<file path="src/rtl/mod_classifier_pkg.sv">
`default_nettype none
// ============================================================================
//  Module   : mod_classifier_pkg
//  Purpose  : Shared encodings for the modulation classifier: modulation type
//             codes, classifier FSM state encodings, the averaging block size
//             and the candidate priority function.
//  Ports    : none (package)
//  Revision : 1.0  initial release
// ============================================================================
package mod_classifier_pkg;

   // Modulation type codes, as presented on mod_type
   localparam logic [2:0] MOD_NONE    = 3'd0;
   localparam logic [2:0] MOD_CW      = 3'd1;
   localparam logic [2:0] MOD_AM      = 3'd2;
   localparam logic [2:0] MOD_FM      = 3'd3;
   localparam logic [2:0] MOD_DIGITAL = 3'd4;

   // Classifier FSM state encodings
   localparam logic [1:0] ST_SETTLE  = 2'd0;
   localparam logic [1:0] ST_CONFIRM = 2'd1;
   localparam logic [1:0] ST_LOCKED  = 2'd2;

   // Frequency averaging block: 2**AVG_LOG2 strobes per block
   localparam int AVG_LOG2 = 3;

   // Candidate priority: low amplitude masks everything, a square wave is
   // digital regardless of the AM/FM metrics, AM depth beats FM deviation.
   function automatic logic [2:0] classify(
      input logic i_low_vpp,
      input logic i_sine,
      input logic i_ma_hit,
      input logic i_foff_hit
   );
      logic [2:0] w_cls;
      if (i_low_vpp)       w_cls = MOD_NONE;
      else if (!i_sine)    w_cls = MOD_DIGITAL;
      else if (i_ma_hit)   w_cls = MOD_AM;
      else if (i_foff_hit) w_cls = MOD_FM;
      else                 w_cls = MOD_CW;
      return w_cls;
   endfunction

endpackage : mod_classifier_pkg
`default_nettype wire

</file>
<file path="src/rtl/mod_classifier_freq_avg.sv">
`default_nettype none
// ============================================================================
//  Module   : freq_block_avg
//  Purpose  : Block average of the measured frequency over 8 sample strobes.
//             A 19-bit accumulator holds up to 8 full-scale 16-bit samples
//             exactly, so the mean is a plain 3-bit right shift.
//  Ports    : clk, rst_n     clock / async active-low reset
//             i_strobe       sample strobe, one sample per pulse
//             i_clear        sync clear of the partial block (output held)
//             i_freq [15:0]  frequency sample
//             o_freq_avg[15:0] mean of the last complete block
//  Revision : 1.0  initial release
// ============================================================================
module freq_block_avg
   import mod_classifier_pkg::*;
(
   input  logic        clk,
   input  logic        rst_n,
   input  logic        i_strobe,
   input  logic        i_clear,
   input  logic [15:0] i_freq,
   output logic [15:0] o_freq_avg
);

   localparam int ACC_W = 16 + AVG_LOG2;

   logic [ACC_W-1:0]    r_acc;
   logic [AVG_LOG2-1:0] r_cnt;
   logic [15:0]         r_avg;
   logic [ACC_W-1:0]    w_sum;

   // Running sum including the current sample; on the last strobe of a
   // block this is the full block total.
   assign w_sum = r_acc + {{AVG_LOG2{1'b0}}, i_freq};

   always_ff @(posedge clk or negedge rst_n) begin
      if (!rst_n) begin
         r_acc <= '0;
         r_cnt <= '0;
         r_avg <= '0;
      end else if (i_clear) begin
         // Partial block discarded; the last published average stays.
         r_acc <= '0;
         r_cnt <= '0;
      end else if (i_strobe) begin
         if (r_cnt == {AVG_LOG2{1'b1}}) begin
            r_avg <= w_sum[ACC_W-1:AVG_LOG2];
            r_acc <= '0;
            r_cnt <= '0;
         end else begin
            r_acc <= w_sum;
            r_cnt <= r_cnt + 1'b1;
         end
      end
   end

   assign o_freq_avg = r_avg;

endmodule : freq_block_avg
`default_nettype wire

</file>
<file path="src/rtl/mod_classifier.sv">
`default_nettype none
// ============================================================================
//  Module   : mod_classifier
//  Purpose  : Classifies the modulation of the measured signal as
//             NONE/CW/AM/FM/DIGITAL, debounces the decision with a
//             settle/confirm/lock FSM, block-averages frequency and drives
//             the ma/mf measurement enables back to the measurement stage.
//  Ports    : clk, rst_n            clock / async active-low reset
//             sample_en            one-clk sample strobe
//             restart              sync pulse: drop lock, re-settle
//             is_sine_wave         1 = sine, 0 = square
//             freq_out [15:0]      measured frequency
//             vpp [N-1:0]          peak-to-peak amplitude
//             ma [7:0], mf [7:0]   AM depth / FM index
//             f_offset_max [12:0]  max frequency deviation
//             mod_type [2:0]       locked modulation type
//             mod_valid            high while locked
//             freq_avg [15:0]      mean of the last 8-strobe block
//             ma_out, mf_out [7:0] ma/mf captured at lock / relock
//             ma_measure_enable    upstream ma enable
//             mf_measure_enable    upstream mf enable
//  Revision : 1.0  initial release
// ============================================================================
module mod_classifier
   import mod_classifier_pkg::*;
#(
   parameter int              N          = 8,
   parameter int              SETTLE_CNT = 400,
   parameter int              STABLE_N   = 16,
   parameter logic [N-1:0]    VPP_MIN    = N'(10),
   parameter logic [7:0]      MA_MIN     = 8'd5,
   parameter logic [12:0]     FOFF_MIN   = 13'd50
)(
   input  logic        clk,
   input  logic        rst_n,
   input  logic        sample_en,
   input  logic        restart,
   input  logic        is_sine_wave,
   input  logic [15:0] freq_out,
   input  logic [N-1:0] vpp,
   input  logic [7:0]  ma,
   input  logic [7:0]  mf,
   input  logic [12:0] f_offset_max,
   output logic [2:0]  mod_type,
   output logic        mod_valid,
   output logic [15:0] freq_avg,
   output logic [7:0]  ma_out,
   output logic [7:0]  mf_out,
   output logic        ma_measure_enable,
   output logic        mf_measure_enable
);

   localparam int SETTLE_W = (SETTLE_CNT > 1) ? $clog2(SETTLE_CNT) : 1;
   localparam int RUN_W    = $clog2(STABLE_N + 1);

   localparam logic [SETTLE_W-1:0] SETTLE_LAST = SETTLE_W'(SETTLE_CNT - 1);
   localparam logic [RUN_W-1:0]    RUN_TERM    = RUN_W'(STABLE_N);
   localparam logic [RUN_W-1:0]    RUN_ONE     = RUN_W'(1);

   // ---------------------------------------------------------------------
   // State
   // ---------------------------------------------------------------------
   logic [1:0]          r_state;
   logic [SETTLE_W-1:0] r_settle_cnt;
   logic [RUN_W-1:0]    r_run;
   logic [RUN_W-1:0]    r_miss;
   logic [2:0]          r_prev;
   logic [2:0]          r_mod_type;
   logic [7:0]          r_ma_out;
   logic [7:0]          r_mf_out;
   logic                r_mod_valid;
   logic                r_ma_en;
   logic                r_mf_en;

   logic [2:0]          w_cand;
   logic [RUN_W-1:0]    w_run_next;
   logic [RUN_W-1:0]    w_miss_next;

   // ---------------------------------------------------------------------
   // Per-sample candidate and debounce counters
   // ---------------------------------------------------------------------
   assign w_cand = classify(vpp < VPP_MIN,
                            is_sine_wave,
                            ma >= MA_MIN,
                            f_offset_max >= FOFF_MIN);

   // Run of identical candidates while confirming; a new candidate starts
   // a fresh run of length one.
   assign w_run_next = (w_cand != r_prev)     ? RUN_ONE  :
                       (r_run == RUN_TERM)    ? RUN_TERM :
                                                r_run + 1'b1;

   // Consecutive strobes disagreeing with the locked type.
   assign w_miss_next = (w_cand == r_mod_type) ? '0       :
                        (r_miss == RUN_TERM)   ? RUN_TERM :
                                                 r_miss + 1'b1;

   // ---------------------------------------------------------------------
   // Settle / confirm / lock FSM
   // ---------------------------------------------------------------------
   always_ff @(posedge clk or negedge rst_n) begin
      if (!rst_n) begin
         r_state      <= ST_SETTLE;
         r_settle_cnt <= '0;
         r_run        <= '0;
         r_miss       <= '0;
         r_prev       <= MOD_NONE;
         r_mod_type   <= MOD_NONE;
         r_ma_out     <= '0;
         r_mf_out     <= '0;
      end else if (restart) begin
         // Restart overrides any coincident strobe; the reported type and
         // captured metrics are held until the next lock.
         r_state      <= ST_SETTLE;
         r_settle_cnt <= '0;
         r_run        <= '0;
         r_miss       <= '0;
      end else if (sample_en) begin
         case (r_state)
            ST_SETTLE: begin
               if (r_settle_cnt == SETTLE_LAST) begin
                  r_state <= ST_CONFIRM;
                  r_run   <= '0;
               end else begin
                  r_settle_cnt <= r_settle_cnt + 1'b1;
               end
            end

            ST_CONFIRM: begin
               r_run  <= w_run_next;
               r_prev <= w_cand;
               if (w_run_next == RUN_TERM) begin
                  r_state    <= ST_LOCKED;
                  r_mod_type <= w_cand;
                  r_ma_out   <= ma;
                  r_mf_out   <= mf;
                  r_miss     <= '0;
               end
            end

            ST_LOCKED: begin
               // A long enough disagreement re-locks in place on the
               // current candidate rather than dropping back to CONFIRM.
               if (w_miss_next == RUN_TERM) begin
                  r_mod_type <= w_cand;
                  r_ma_out   <= ma;
                  r_mf_out   <= mf;
                  r_miss     <= '0;
               end else begin
                  r_miss <= w_miss_next;
               end
            end

            default: begin
               r_state <= ST_SETTLE;
            end
         endcase
      end
   end

   // ---------------------------------------------------------------------
   // Registered status / enables, one clock behind the FSM state
   // ---------------------------------------------------------------------
   always_ff @(posedge clk or negedge rst_n) begin
      if (!rst_n) begin
         r_mod_valid <= 1'b0;
         r_ma_en     <= 1'b0;
         r_mf_en     <= 1'b0;
      end else begin
         r_mod_valid <= (r_state == ST_LOCKED);
         r_ma_en     <= (r_state == ST_CONFIRM) ||
                        ((r_state == ST_LOCKED) && (r_mod_type == MOD_AM));
         r_mf_en     <= (r_state == ST_CONFIRM) ||
                        ((r_state == ST_LOCKED) && (r_mod_type == MOD_FM));
      end
   end

   // ---------------------------------------------------------------------
   // Frequency block average
   // ---------------------------------------------------------------------
   freq_block_avg u_freq_avg (
      .clk        (clk),
      .rst_n      (rst_n),
      .i_strobe   (sample_en),
      .i_clear    (restart),
      .i_freq     (freq_out),
      .o_freq_avg (freq_avg)
   );

   assign mod_type          = r_mod_type;
   assign mod_valid         = r_mod_valid;
   assign ma_out            = r_ma_out;
   assign mf_out            = r_mf_out;
   assign ma_measure_enable = r_ma_en;
   assign mf_measure_enable = r_mf_en;

endmodule : mod_classifier
`default_nettype wire

</file>
<file path="config.mk">
export PLATFORM = sky130hd
export DESIGN_NAME = mod_classifier
export DESIGN_NICKNAME = d
export VERILOG_FILES = /design/src/rtl/mod_classifier_pkg.sv /design/src/rtl/mod_classifier_freq_avg.sv /design/src/rtl/mod_classifier.sv
export SDC_FILE = /design/constraint.sdc
export NUM_CORES = 1
export LEC_CHECK = 0
export ABC_AREA = 1
export BUFFER_PORTS_ARGS = -buffer_cell sky130_fd_sc_hd__buf_2
export CORE_MARGIN = 8
export CORE_UTILIZATION = 40
export DETAILED_ROUTE_END_ITERATION = 8
export GPL_TIMING_DRIVEN = 0
export HOLD_SLACK_MARGIN = 0.08
export SYNTH_ARGS = -nofsm -noshare
export SYNTH_HDL_FRONTEND = slang
export SYNTH_HIERARCHICAL = 1
export SYNTH_SLANG_ARGS = --single-unit
</file>
<file path="constraint.sdc">
create_clock -name clk -period 2.6 [get_ports clk]
set_input_delay 0.13 -clock clk [delete_from_list [all_inputs] [get_ports clk]]
set_output_delay 0.13 -clock clk [all_outputs]
set_load 0.005 [all_outputs]
</file>
==> impl_metrics.toml <==
[run_status]
status = "complete, no violations"

[synth]
yosysWarnings = 6
syn_area_um2 = 5060
ys_seq_area_share_pct = 41.5
synth.distinct_cells = 35
synth.net_count = 757
synth_largest_area_cell = "dfrtp_1"
ys_ff_latch = 84
synth_top_cell_area_share_pct = 41.5
syn_avg_cell_area_um2 = 7.50
synth_area_leaders = "dfrtp_1 (42%), nand2_1 (16%), nand3_1 (6.6%)"
postSynthCellCount = 675

[die]
die_w_um = 128
start_util_pct = 40.6
fp-row-count = 41
ios = 96
die_area_um2 = 16500
coreArea_um2 = 12500
die_h_um = 128

[run]
cap_violations = 0

[place]
gp_congestion = 0.888
hpwl_mm = 9.54
dpl_cell_area_um2 = 5770
place_inst = 941
port-buffer-count = 93
dp_slack_ns = 0.568

[worst_setup_path]
critPathCaptureType = "register"
cp-start-kind = "input pin"
worstSetupPathType = "in2reg"
cp.arrival_ns = 2.45
worst-r2r-cell-count = 8
crit_fanout = 10
required_ns = 2.83

[clocking]
htreeDepth = 3
clock_sinks = 84
cts_setup_buffers = 0
cts.clk_slew.worst_paths_ns = 0.06
cts_tree = "done"
cts_buffers = 9
clock-root-buffer = "clkbuf_16"
clk_path_buf_depth = 2
clk_latency_ns = 0.34

[detailed_routing]
drcViolationCount = 0
wl_met3_um = 612
via_per_inst = 4.86
top_layer = "met4"
wl_met2_mm = 5.98
wl_met1_mm = 5.63
first_iter_violations = 305
firstDrtPassIters = 5
drt_wl_total_mm = 12.5
avgRoutedWirePerCell_um = 12.9
dr_total_vias = 4736
ant_nets = 0

[timing]
setup_viol = 0
period_share_pct = 85.4
setup_tns_ns = 0
worst_pin_slew_ns = 0.569
max_freq_ghz = 0.451
min_period_ns = 2.22
relSlewSlack_pct = 62.1
final.setup.worst_slack_ns = 0.381
slew_violations = 0
rsz0062_at_grt = "no"
finalClockSkew_ns = 0.00520
finalHoldViolations = 0

[worst_hold_path]
holdCritPathClass = "in2reg"
hold_depth = 4

[cells_and_area]
syn_to_final_growth_pct = 23.1
nets = 879
fin_cells = 974
design_area_um2 = 6230
n_fill_cell = 1199
diodes = 0
drive_gt1_share_pct = 19.0

[power]
power_density_nw_per_um2 = 593
ir_worst_vdd_v = 0.000318
p_leak_nw = 3.42

[grt]
grt_usage_pct = 15.9
grt_max_degree = 51
grt_pass1_vias = 4737
grt_antenna_before_repair = 0
grt_pass1_wl_mm = 21.4
overflow = 0
kinds of logic after synthesis:
| family | count (synthesis) | share of synthesized area (%) |
|---|---|---|
| xor gates and xnor gates | 12 | 2.08 |
| AOI/OAI and AO/OA | 64 | 6.97 |
| DFF | 84 | 41.5 |
| buffers and inverters | 93 | 7.84 |
| and+or+nand+nor | 398 | 35.5 |
| adders and majority gates | 24 | 6.08 |
where the power goes:
group / leakage [nW] / internal (W) / switching (W)
sequential: 1.13 / 0.00144 / 0.0000890
combinational: 2.15 / 0.000345 / 0.000579
clock: 0.138 / 0.000724 / 0.000517
total: 3.42 / 0.00251 / 0.00119
final cells by class:
| cell class | count | area (um^2) | share of cell area (%) |
|---|---|---|---|
| plain buffers | 14 | 100 | 1.61 |
| clock buffers | 13 | 270 | 4.34 |
| clock inverters | 3 | 20.0 | 0.321 |
| inverters | 79 | 297 | 4.76 |
| multi-input cells | 498 | 2560 | 41.1 |
| flip-flops and latches | 84 | 2100 | 33.7 |
| well taps | 172 | 215 | 3.45 |
| repair buffers | 111 | 666 | 10.7 |
Yosys cell counts:
cell	count
a31oi_1	1
nand3b_1	9
nor2_4	4
buf_2	3
o21ai_1	4
nor3_1	7
nor2_1	51
o21bai_1	1
nand4_1	7
a22o_1	2
nand2_2	12
clkbuf_1	7
fa_1	1
ha_1	23
nand3_2	10
buf_6	1
buf_4	1
o22ai_1	3
dfrtp_1	84
a21oi_1	24
inv_2	2
nor2_2	4
nand3_1	67
buf_12	2
and3_1	2
o32ai_1	2
xor2_1	5
nand2_4	2
o211ai_1	1
and2_1	2
xnor2_1	7
nand2_1	221
inv_1	77
o21ai_0	24
o21ai_2	2
sequential cells by signal, summed over array words and instances, names as in the netlist:
signal	count
r_run	5
ma_measure_enable	1
mf_out	8
mod_type	3
r_settle_cnt	9
u_freq_avg/r_acc	19
ma_out	8
mod_valid	1
mf_measure_enable	1
r_miss	5
r_state	2
r_prev	3
u_freq_avg/r_cnt	3
u_freq_avg/o_freq_avg	16
critical path, stage by stage:
cell and delay [ns]:
dlygate4sd3_1 0.55, buf_2 0.13, nor2_1 0.10, nand3_1 0.13, nor2_4 0.17, nand3_2 0.13
nand2_2 0.12, nand2_1 0.07, nand2_2 0.09, nand3_2 0.11, nor2_4 0.10, nand3_2 0.12
nand2_4 0.12, nand2_4 0.09, buf_6 0.17, nand2_1 0.05, nand2_1 0.05
layer usage:
layer | global-route usage [%] | vias up
met4 | 7.06 | 0
li1 | - | 2408
met3 | 3.64 | 22
met2 | 26.8 | 114
met1 | 19.1 | 2192
met5 | 0 | -
what timing repair did:
action / CTS / global route
hold endpoints to repair: 50 / 0
hold buffers: 17 / 0
resized for setup: 0 / 0
cells in the final DEF, fill, tap and decap left out, types with 3 or more instances in the layout:
| cell type | netlist | final |
|---|---|---|
| a21oi_1 | 24 | 24 |
| buf_2 | 3 | 95 |
| clkbuf_1 | 7 | 8 |
| clkbuf_16 | 0 | 9 |
| clkbuf_8 | 0 | 3 |
| dfrtp_1 | 84 | 84 |
| dlygate4sd3_1 | 0 | 17 |
| ha_1 | 23 | 23 |
| inv_1 | 77 | 77 |
| nand2_1 | 221 | 221 |
| nand2_2 | 12 | 12 |
| nand3_1 | 67 | 67 |
| nand3_2 | 10 | 10 |
| nand3b_1 | 9 | 9 |
| nand4_1 | 7 | 7 |
| nor2_1 | 51 | 51 |
| nor2_2 | 4 | 4 |
| nor2_4 | 4 | 4 |
| nor3_1 | 7 | 7 |
| o21ai_0 | 24 | 24 |
| o21ai_1 | 4 | 4 |
| o22ai_1 | 3 | 3 |
| xnor2_1 | 7 | 7 |
| xor2_1 | 5 | 5 |
final timing paths:
path,slack [ns],start,to
worst max-delay path,0.38,ma[5],mod_type[1]
worst min-delay path,0.12,restart,u_freq_avg/r_cnt[2]
worst max register to register,0.54,u_freq_avg/r_acc[0],u_freq_avg/o_freq_avg[5]
worst min register to register,0.47,ma_out[4],ma_out[4]
max in group asynchronous,1.71,rst_n,u_freq_avg/o_freq_avg[11]
min in group asynchronous,0.29,rst_n,u_freq_avg/o_freq_avg[4]
through the flow:
stage | power [W] | utilization [%] | hold slack [ns]
final | 0.00369 | 50.0 | 0.117
after global placement | 0.00242 | 46.1 | 0.363
after floorplan | 0.00216 | - | -0.166
after detailed placement | 0.00246 | 46.3 | 0.121
after global routing | 0.00395 | 50.0 | 0.154
after CTS | 0.00375 | 50.0 | 0.112
Note: power is estimated with default switching activity, not from simulation.
